[src/rtl/reg_bank_arbiter.sv]
// Round-robin arbiter that serialises single read/write transactions from
// N_REQ clients onto a shared bank of DEPTH registers, one per 3 cycles.
module reg_bank_arbiter #(
  parameter int N_REQ = 4,
  parameter int WIDTH = 8,
  parameter int DEPTH = 4
) (
  input  logic                             clk,
  input  logic                             rst,
  input  logic [N_REQ-1:0]                 req,
  input  logic [N_REQ-1:0]                 we,
  input  logic [N_REQ*$clog2(DEPTH)-1:0]   addr,
  input  logic [N_REQ*WIDTH-1:0]           wdata,
  output logic [N_REQ-1:0]                 gnt,
  output logic [N_REQ-1:0]                 ack,
  output logic [WIDTH-1:0]                 rdata,
  output logic                             busy
);

  localparam int AW = $clog2(DEPTH);
  localparam int IW = $clog2(N_REQ);

  localparam logic [1:0] IDLE   = 2'd0;
  localparam logic [1:0] GRANT  = 2'd1;
  localparam logic [1:0] ACCESS = 2'd2;

  logic [1:0]       state_q, state_d;
  logic [IW-1:0]    ptr_q, ptr_d;
  logic [IW-1:0]    win_q, win_d;
  logic             we_q, we_d;
  logic [AW-1:0]    addr_q, addr_d;
  logic [WIDTH-1:0] wdata_q, wdata_d;
  logic [N_REQ-1:0] gnt_q, gnt_d;
  logic [N_REQ-1:0] ack_q, ack_d;
  logic [WIDTH-1:0] rdata_q, rdata_d;
  logic             busy_q, busy_d;
  logic [WIDTH-1:0] bank_q [DEPTH];
  logic [WIDTH-1:0] bank_d [DEPTH];

  logic [IW-1:0]    sel;
  logic [IW-1:0]    cand;
  logic             found;
  int               cand_idx;

  function automatic logic [N_REQ-1:0] onehot(input logic [IW-1:0] idx);
    onehot      = '0;
    onehot[idx] = 1'b1;
  endfunction

  // Winner: first raised request scanning upward from the slot after the last one served.
  always_comb begin
    sel      = ptr_q;
    cand     = '0;
    cand_idx = 0;
    found    = 1'b0;
    for (int k = 1; k <= N_REQ; k++) begin
      cand_idx = (int'(ptr_q) + k) % N_REQ;
      cand     = IW'(cand_idx);
      if (!found && req[cand]) begin
        found = 1'b1;
        sel   = cand;
      end else begin
        found = found;
      end
    end
  end

  // Transaction sequencer: latch operands, grant, then perform the access and acknowledge.
  always_comb begin
    state_d = state_q;
    ptr_d   = ptr_q;
    win_d   = win_q;
    we_d    = we_q;
    addr_d  = addr_q;
    wdata_d = wdata_q;
    gnt_d   = gnt_q;
    ack_d   = '0;
    rdata_d = rdata_q;
    bank_d  = bank_q;
    case (state_q)
      IDLE: begin
        if (found) begin
          win_d   = sel;
          we_d    = we[sel];
          addr_d  = addr[sel*AW +: AW];
          wdata_d = wdata[sel*WIDTH +: WIDTH];
          gnt_d   = onehot(sel);
          state_d = GRANT;
        end else begin
          state_d = IDLE;
        end
      end
      GRANT: begin
        gnt_d   = '0;
        state_d = ACCESS;
      end
      ACCESS: begin
        if (we_q) begin
          bank_d[addr_q] = wdata_q;
        end else begin
          rdata_d = bank_q[addr_q];
        end
        ack_d   = onehot(win_q);
        ptr_d   = win_q;
        state_d = IDLE;
      end
      default: begin
        gnt_d   = '0;
        state_d = IDLE;
      end
    endcase
    busy_d = (state_d != IDLE);
  end

  // State and output registers; reset aborts any transaction in flight and clears the bank.
  always_ff @(posedge clk or negedge rst) begin
    if (!rst) begin
      state_q <= IDLE;
      ptr_q   <= IW'(N_REQ - 1);
      win_q   <= '0;
      we_q    <= 1'b0;
      addr_q  <= '0;
      wdata_q <= '0;
      gnt_q   <= '0;
      ack_q   <= '0;
      rdata_q <= '0;
      busy_q  <= 1'b0;
      for (int i = 0; i < DEPTH; i++) begin
        bank_q[i] <= '0;
      end
    end else begin
      state_q <= state_d;
      ptr_q   <= ptr_d;
      win_q   <= win_d;
      we_q    <= we_d;
      addr_q  <= addr_d;
      wdata_q <= wdata_d;
      gnt_q   <= gnt_d;
      ack_q   <= ack_d;
      rdata_q <= rdata_d;
      busy_q  <= busy_d;
      bank_q  <= bank_d;
    end
  end

  assign gnt   = gnt_q;
  assign ack   = ack_q;
  assign rdata = rdata_q;
  assign busy  = busy_q;

endmodule
[config.mk]
export PLATFORM = sky130hd
export DESIGN_NAME = reg_bank_arbiter
export DESIGN_NICKNAME = d
export VERILOG_FILES = /design/src/rtl/reg_bank_arbiter.sv
export SDC_FILE = /design/constraint.sdc
export NUM_CORES = 1
export LEC_CHECK = 0
export CORE_ASPECT_RATIO = 1.25
export CORE_MARGIN = 2
export CORE_UTILIZATION = 53
export DETAILED_ROUTE_END_ITERATION = 10
export PLACE_DENSITY = 0.82
export SLEW_MARGIN = 20
export SYNTH_ARGS = -nofsm -noshare
export SYNTH_HDL_FRONTEND = slang
export SYNTH_SLANG_ARGS = --single-unit
[constraint.sdc]
create_clock -name clk -period 4.95 [get_ports clk]
set_clock_uncertainty 0.2 [all_clocks]
set_input_delay 0.7425 -clock clk [delete_from_list [all_inputs] [get_ports clk]]
set_output_delay 0.7425 -clock clk [all_outputs]
set_load 0.03 [all_outputs]
Yosys cells after proc, flatten, opt, wreduce, memory -nomap -nowiden. Index checks and enable logic that the tools add are counted. Widths: inputs -> output; s select.

Register bits: 66. Bits in latches: 0. Memory bits (writable): 0. Memory bits (read-only): 0. Bits of input ports: 50. Output and inout bits: 17. Logic and storage cells: 84. Memories: 0.

$add $sub $neg: 4. Multiply operators: 0. Div/mod/pow operators: 0. Magnitude comparators: 10. Equal/unequal tests: 3. Shifts and indexed selects: 2. Multiplexer cells: 33. Bitwise logic cells: 3. Reductions and logical operators: 15.

Operator list (number): $bwmux 32 (1); $shiftx 32x6->8 (1); $mux 8 (3); $lt 2x3->1 const B (6); $bmux 8 s2 (1); $demux 8 s2 (1); $mux 1 (12); $bmux 1 s2 (5); $mux 2 (4); $mux 4 (2); $pmux 4 s2 (1); $reduce_and 2->1 (4); $shiftx 8x4->2 (1); $logic_and 1x1->1 (6); $add 2x1->2 const B (2); $add 2x2->2 const B (2); $demux 1 s2 (2); $ge 2x1->1 const B (2); $pmux 2 s2 (1); $ge 3x3->1 const B (1); $logic_not 1->1 (3); $lt 3x1->1 const B (1); $not 2->3 (1); $eq 2x1->1 const B (1); 5 further kinds (6).

Longest topological paths before layout.
Depth in word-level cells: 19. Mapped depth: 7.

Worst setup path before layout. OpenSTA, ideal clock, no wires.

Path type: input -> register. From: in req[1]. To: reg addr_q[0]. Setup time: 0.135 ns. Data arrival time: 1.895 ns. Data required time: 4.615 ns. Path slack: 2.720 ns. Stages on the path: 6. Buffers on the path: 1. Cells stage by stage: nand2b_1 > nor2_1 > or3_4 > buf_6 > a2111oi_2 > a211oi_1.

Longest elaborated chain between the ends: 13. Elaborated cells on any way between the ends: 24. Classes of those cells: shift (1); mux (16); reduce/logical (7).

Ends and longest elaborated chain: from (decl) (line 10) `input logic [N_REQ-1:0] req,`; $bmux 1 s2 (line 59) `if (!found && req[cand]) begin`; $mux 1 (not written as such) (line 59); $mux 1 (line 59); $logic_not 1->1 (line 59); $logic_and 1x1->1 (line 59); $mux 1 (line 59); $logic_not 1->1 (line 59); $logic_and 1x1->1 (line 59); $mux 1 (line 59); $logic_not 1->1 (line 59); $logic_and 1x1->1 (line 59); $mux 2 / $mux 1 (equally long branches) (line 59); $shiftx 8x4->2 / $reduce_and 2->1 (equally long branches); to (signal assigned) (line 136) `addr_q <= addr_d;`; to (decl) (line 31) `logic [AW-1:0] addr_q, addr_d;`.

Several ways; a longest one is shown, not always the timed one. The select of a mux whose other input is x is not followed. A chain may end at the register's enable or synchronous reset.

Worst setup path in the final report.
From: in req[2]. To: reg wdata_q[1].

Longest elaborated chain between the ends: 13. Elaborated cells on any way between the ends: 24. Classes of those cells: shift (1); mux (16); reduce/logical (7).

Ends and longest elaborated chain: $bmux 1 s2 (line 59); $mux 1 (not written as such) (line 59); $mux 1 (line 59); $logic_not 1->1 (line 59); $logic_and 1x1->1 (line 59); $mux 1 (line 59); $logic_not 1->1 (line 59); $logic_and 1x1->1 (line 59); $mux 1 (line 59); $logic_not 1->1 (line 59); $logic_and 1x1->1 (line 59); $mux 2 / $mux 1 (equally long branches) (line 59); $shiftx 32x6->8 / $reduce_and 2->1 (equally long branches); to (signal assigned) (line 137) `wdata_q <= wdata_d;`; to (decl) (line 32) `logic [WIDTH-1:0] wdata_q, wdata_d;`.

Several ways; a longest one is shown, not always the timed one. The select of a mux whose other input is x is not followed.

==> impl_metrics.ini <==
[floorplanning]
initial_utilization_pct = 55.1
chipHeight_um = 91.2
boundaryPins = 67
placeableCoreArea_um2 = 5860
design.die.area_um2 = 6730
placementRows = 31
die_w_um = 73.8

[worst_setup_path]
worst-endpoint-arrival_ns = 2.91
reg2regPathDepth = 5
crit_fanout = 13
timing.critical_path.to_type = flip-flop
timing.rr.start = ptr_q[0]$_DFFE_PN1P_
critPathRequiredTime_ns = 4.99
worst_setup_sp_type = primary input
crit-reg2reg-capture = wdata_q[1]$_DFFE_PN0P_
criticalPathCategory = primary input to flip-flop
ff2ff_setup_slack_ns = 2.42

[finish]
final_core_util_pct = 69.7
area_growth_pct = 26.5
multiInputGateArea_um2 = 1440
final_net_count = 350
register_area_um2 = 1650
number_of_fill_cells_in_the_layout = 440
antenna_cells_inserted = 0
layout-drive-gt1-share_pct = 28.3

[yosys]
synthesis.yosys.warnings = 0
synth_seq_area_share_pct = 51.3
yosys.area.top_type = sky130_fd_sc_hd__dfrtp_1
cells_after_synthesis = 232
yosys-top-cells-area = sky130_fd_sc_hd__dfrtp_1, sky130_fd_sc_hd__mux2_2, sky130_fd_sc_hd__mux4_2, sky130_fd_sc_hd__mux2i_1, sky130_fd_sc_hd__a2111oi_2
netlist_top_cells_count = sky130_fd_sc_hd__dfrtp_1, sky130_fd_sc_hd__mux2_2, sky130_fd_sc_hd__nor2_1
synth_most_common_cell = sky130_fd_sc_hd__dfrtp_1
mappedNetlistArea_um2 = 3220
synth_cell_type_count = 38
postSynthRegisterBits = 66
async_flop_share_pct = 100
postSynthNetCount = 282
syn_avg_cell_area_um2 = 13.9
yosysTopAreaCellShare_pct = 49.7
number_of_flops_mapped_to_enable_cells_by_yosys = 0
synth_ff_type = sky130_fd_sc_hd__dfrtp_1

[run_status]
run_status = finished clean

[flow_run]
drv.max_cap_violation_count = 0

[timing]
setup_total_negative_slack_ns = 0
final_period_minus_worst_setup_slack_ns = 2.88
rsz_0062_raised_after_global_routing = no
timing.fmax_mhz = 348
final_min_period_over_clock_period_pct = 58.1
setup_violations = 0
worst_slew_margin_rel_pct = 31.9
worst-slew-pin-transition_ns = 1.02
slew_viol_final = 0
hold_violations = 0

[pwr]
p_clk_share_pct = 17.7
combinational_share_of_power_pct = 42.3
vdd.ir_drop.worst_v = 0.000374
p_leak_uw = 0.00165
p_sw_share_pct = 36.3
power_density_nw_per_um2 = 629
cellInternalPower_uw = 1630
p_seq_share_pct = 40.0
switching_power_uw = 931

[worst_hold_path]
hold_class = flip-flop to flip-flop
hold_path.startpoint = state_q[1]$_DFF_PN0_
min_to = busy$_DFF_PN0_
whs_path_depth = 1

[route]
wire_per_inst_um = 16.3
num_vias = 2168
detail_route.iter0.violations = 113
ant_nets = 0
drc = 0
detail_route.first_pass.iterations = 4
final_routed_wirelength_um = 6310
route.detailed.vias_per_inst = 5.62

[global_routing]
grt_remaining_overflow = 0
grt_max_degree = 67
antenna_found_initial = 0
grt_pass1_wl_um = 10900
gr-usage-all-layers_pct = 21.5
vias_in_the_first_global_route = 2283

[placement]
port_buffers = 66
dp_hpwl_um = 4550
routability_cong = 0.744

[clock_tree]
cts_root_buf = sky130_fd_sc_hd__clkbuf_8
clock_insertion_delay_worst_skew_ns = 0.33
cts.sink_count = 66
clock_tree.htree_level_count = 3
clk_path_buf_depth = 2
clock_buffer_count_from_cts = 9
cts_setup_buffers = 0
cts_resized = 0
cts.clk_slew.worst_paths_ns = 0.06
cts.hold.buffers_added = 0
tritoncts = built
-- power groups by stage --
stage / combinational [µW] / clock [µW] / sequential [µW]
after floorplan: 795 / 0 / 1050
after global placement: 1060 / 0 / 1010
after detailed placement: 1090 / 0 / 1030
after CTS: 1090 / 464 / 1030
after global routing: 1180 / 491 / 1060
final: 1090 / 454 / 1030
-- layout make-up --
| class | instances | area share, % |
|---|---|---|
| clock buffer | 13 | 4.14 |
| inverter | 3 | 0.276 |
| sequential | 66 | 40.5 |
| clock inverter | 2 | 0.859 |
| multi-input combinational | 152 | 35.2 |
| tap | 82 | 2.51 |
| timing repair buffer | 68 | 16.4 |
-- per-layer routing --
layer	track usage, %	up-vias	wire (µm)
met1	28.7	1066	2770
met4	7.88	0	119
met5	0	-	0
met3	5.55	11	289
li1	-	1022	-
met2	33.6	69	3140
-- registers in the layout (all words and copies together) (netlist names) --
signal   flops
ack          4
addr_q       2
bank_q      32
busy         1
gnt          4
ptr_q        2
rdata        8
state_q      2
wdata_q      8
we_q         1
win_q        2
-- worst max-delay path, stage by stage --
cell                              delay (ns)
sky130_fd_sc_hd__clkdlybuf4s50_1        0.42
sky130_fd_sc_hd__nand2b_1               0.15
sky130_fd_sc_hd__a21oi_1                0.80
sky130_fd_sc_hd__or3_4                  0.40
sky130_fd_sc_hd__a2111oi_0              0.13
sky130_fd_sc_hd__a211oi_1               0.25
-- cells in the final DEF (no fill, tap or decap), types with 2 or more instances in the layout --
| master | count |
|---|---|
| sky130_fd_sc_hd__a211oi_2 | 2 |
| sky130_fd_sc_hd__inv_1 | 3 |
| sky130_fd_sc_hd__mux2i_1 | 11 |
| sky130_fd_sc_hd__clkdlybuf4s50_1 | 65 |
| sky130_fd_sc_hd__a2111oi_2 | 7 |
| sky130_fd_sc_hd__a2111oi_0 | 3 |
| sky130_fd_sc_hd__nand2_1 | 12 |
| sky130_fd_sc_hd__mux4_2 | 8 |
| sky130_fd_sc_hd__a21oi_1 | 4 |
| sky130_fd_sc_hd__dfrtp_1 | 64 |
| sky130_fd_sc_hd__nor2_1 | 19 |
| sky130_fd_sc_hd__nor4b_1 | 11 |
| sky130_fd_sc_hd__buf_4 | 2 |
| sky130_fd_sc_hd__o21ai_0 | 2 |
| sky130_fd_sc_hd__dfstp_2 | 2 |
| sky130_fd_sc_hd__a211oi_1 | 10 |
| sky130_fd_sc_hd__mux2_2 | 40 |
| sky130_fd_sc_hd__o31ai_1 | 2 |
| sky130_fd_sc_hd__nand2b_1 | 3 |
| sky130_fd_sc_hd__clkbuf_8 | 12 |
-- metrics by stage --
| stage | total power, µW | cell area (µm²) | hold slack [ns] | setup WS (ns) | cells |
|---|---|---|---|---|---|
| 2_1_floorplan | 1850 | 3220 | 0.247 | 2.72 | 232 |
| 3_3_place_gp | 2070 | 3880 | 0.272 | 1.81 | 371 |
| 3_5_place_dp | 2120 | 3880 | 0.281 | 1.73 | 371 |
| 4_1_cts | 2580 | 4080 | 0.295 | 2.09 | 386 |
| 5_1_grt | 2740 | 4080 | 0.319 | 1.86 | 386 |
| 6_report | 2560 | 4080 | 0.292 | 2.07 | 386 |
-- worst max-delay path by stage --
stage	startpoint	endpoint	slack, ns	depth (start not counted)
after global placement	req[1]	gnt[3]$_DFFE_PN0P_	1.81	7
after floorplan	req[1]	addr_q[0]$_DFFE_PN0P_	2.72	6
final	req[2]	wdata_q[1]$_DFFE_PN0P_	2.07	6
after CTS	req[2]	wdata_q[1]$_DFFE_PN0P_	2.09	6
after detailed placement	req[2]	wdata_q[1]$_DFFE_PN0P_	1.73	6
after global routing	req[1]	wdata_q[0]$_DFFE_PN0P_	1.86	7
-- kinds of logic (layout without fill, tap and decap cells) --
kind of cell    after synthesis  in the layout  share of synthesized area [%]
mux                          59             59                           23.0
buf+inv                      14             86                           4.11
compound gates               35             35                           10.9
simple gates                 58             58                           10.7
flops                        66             66                           51.3
No activity file was read; power rests on OpenSTA's default activity.
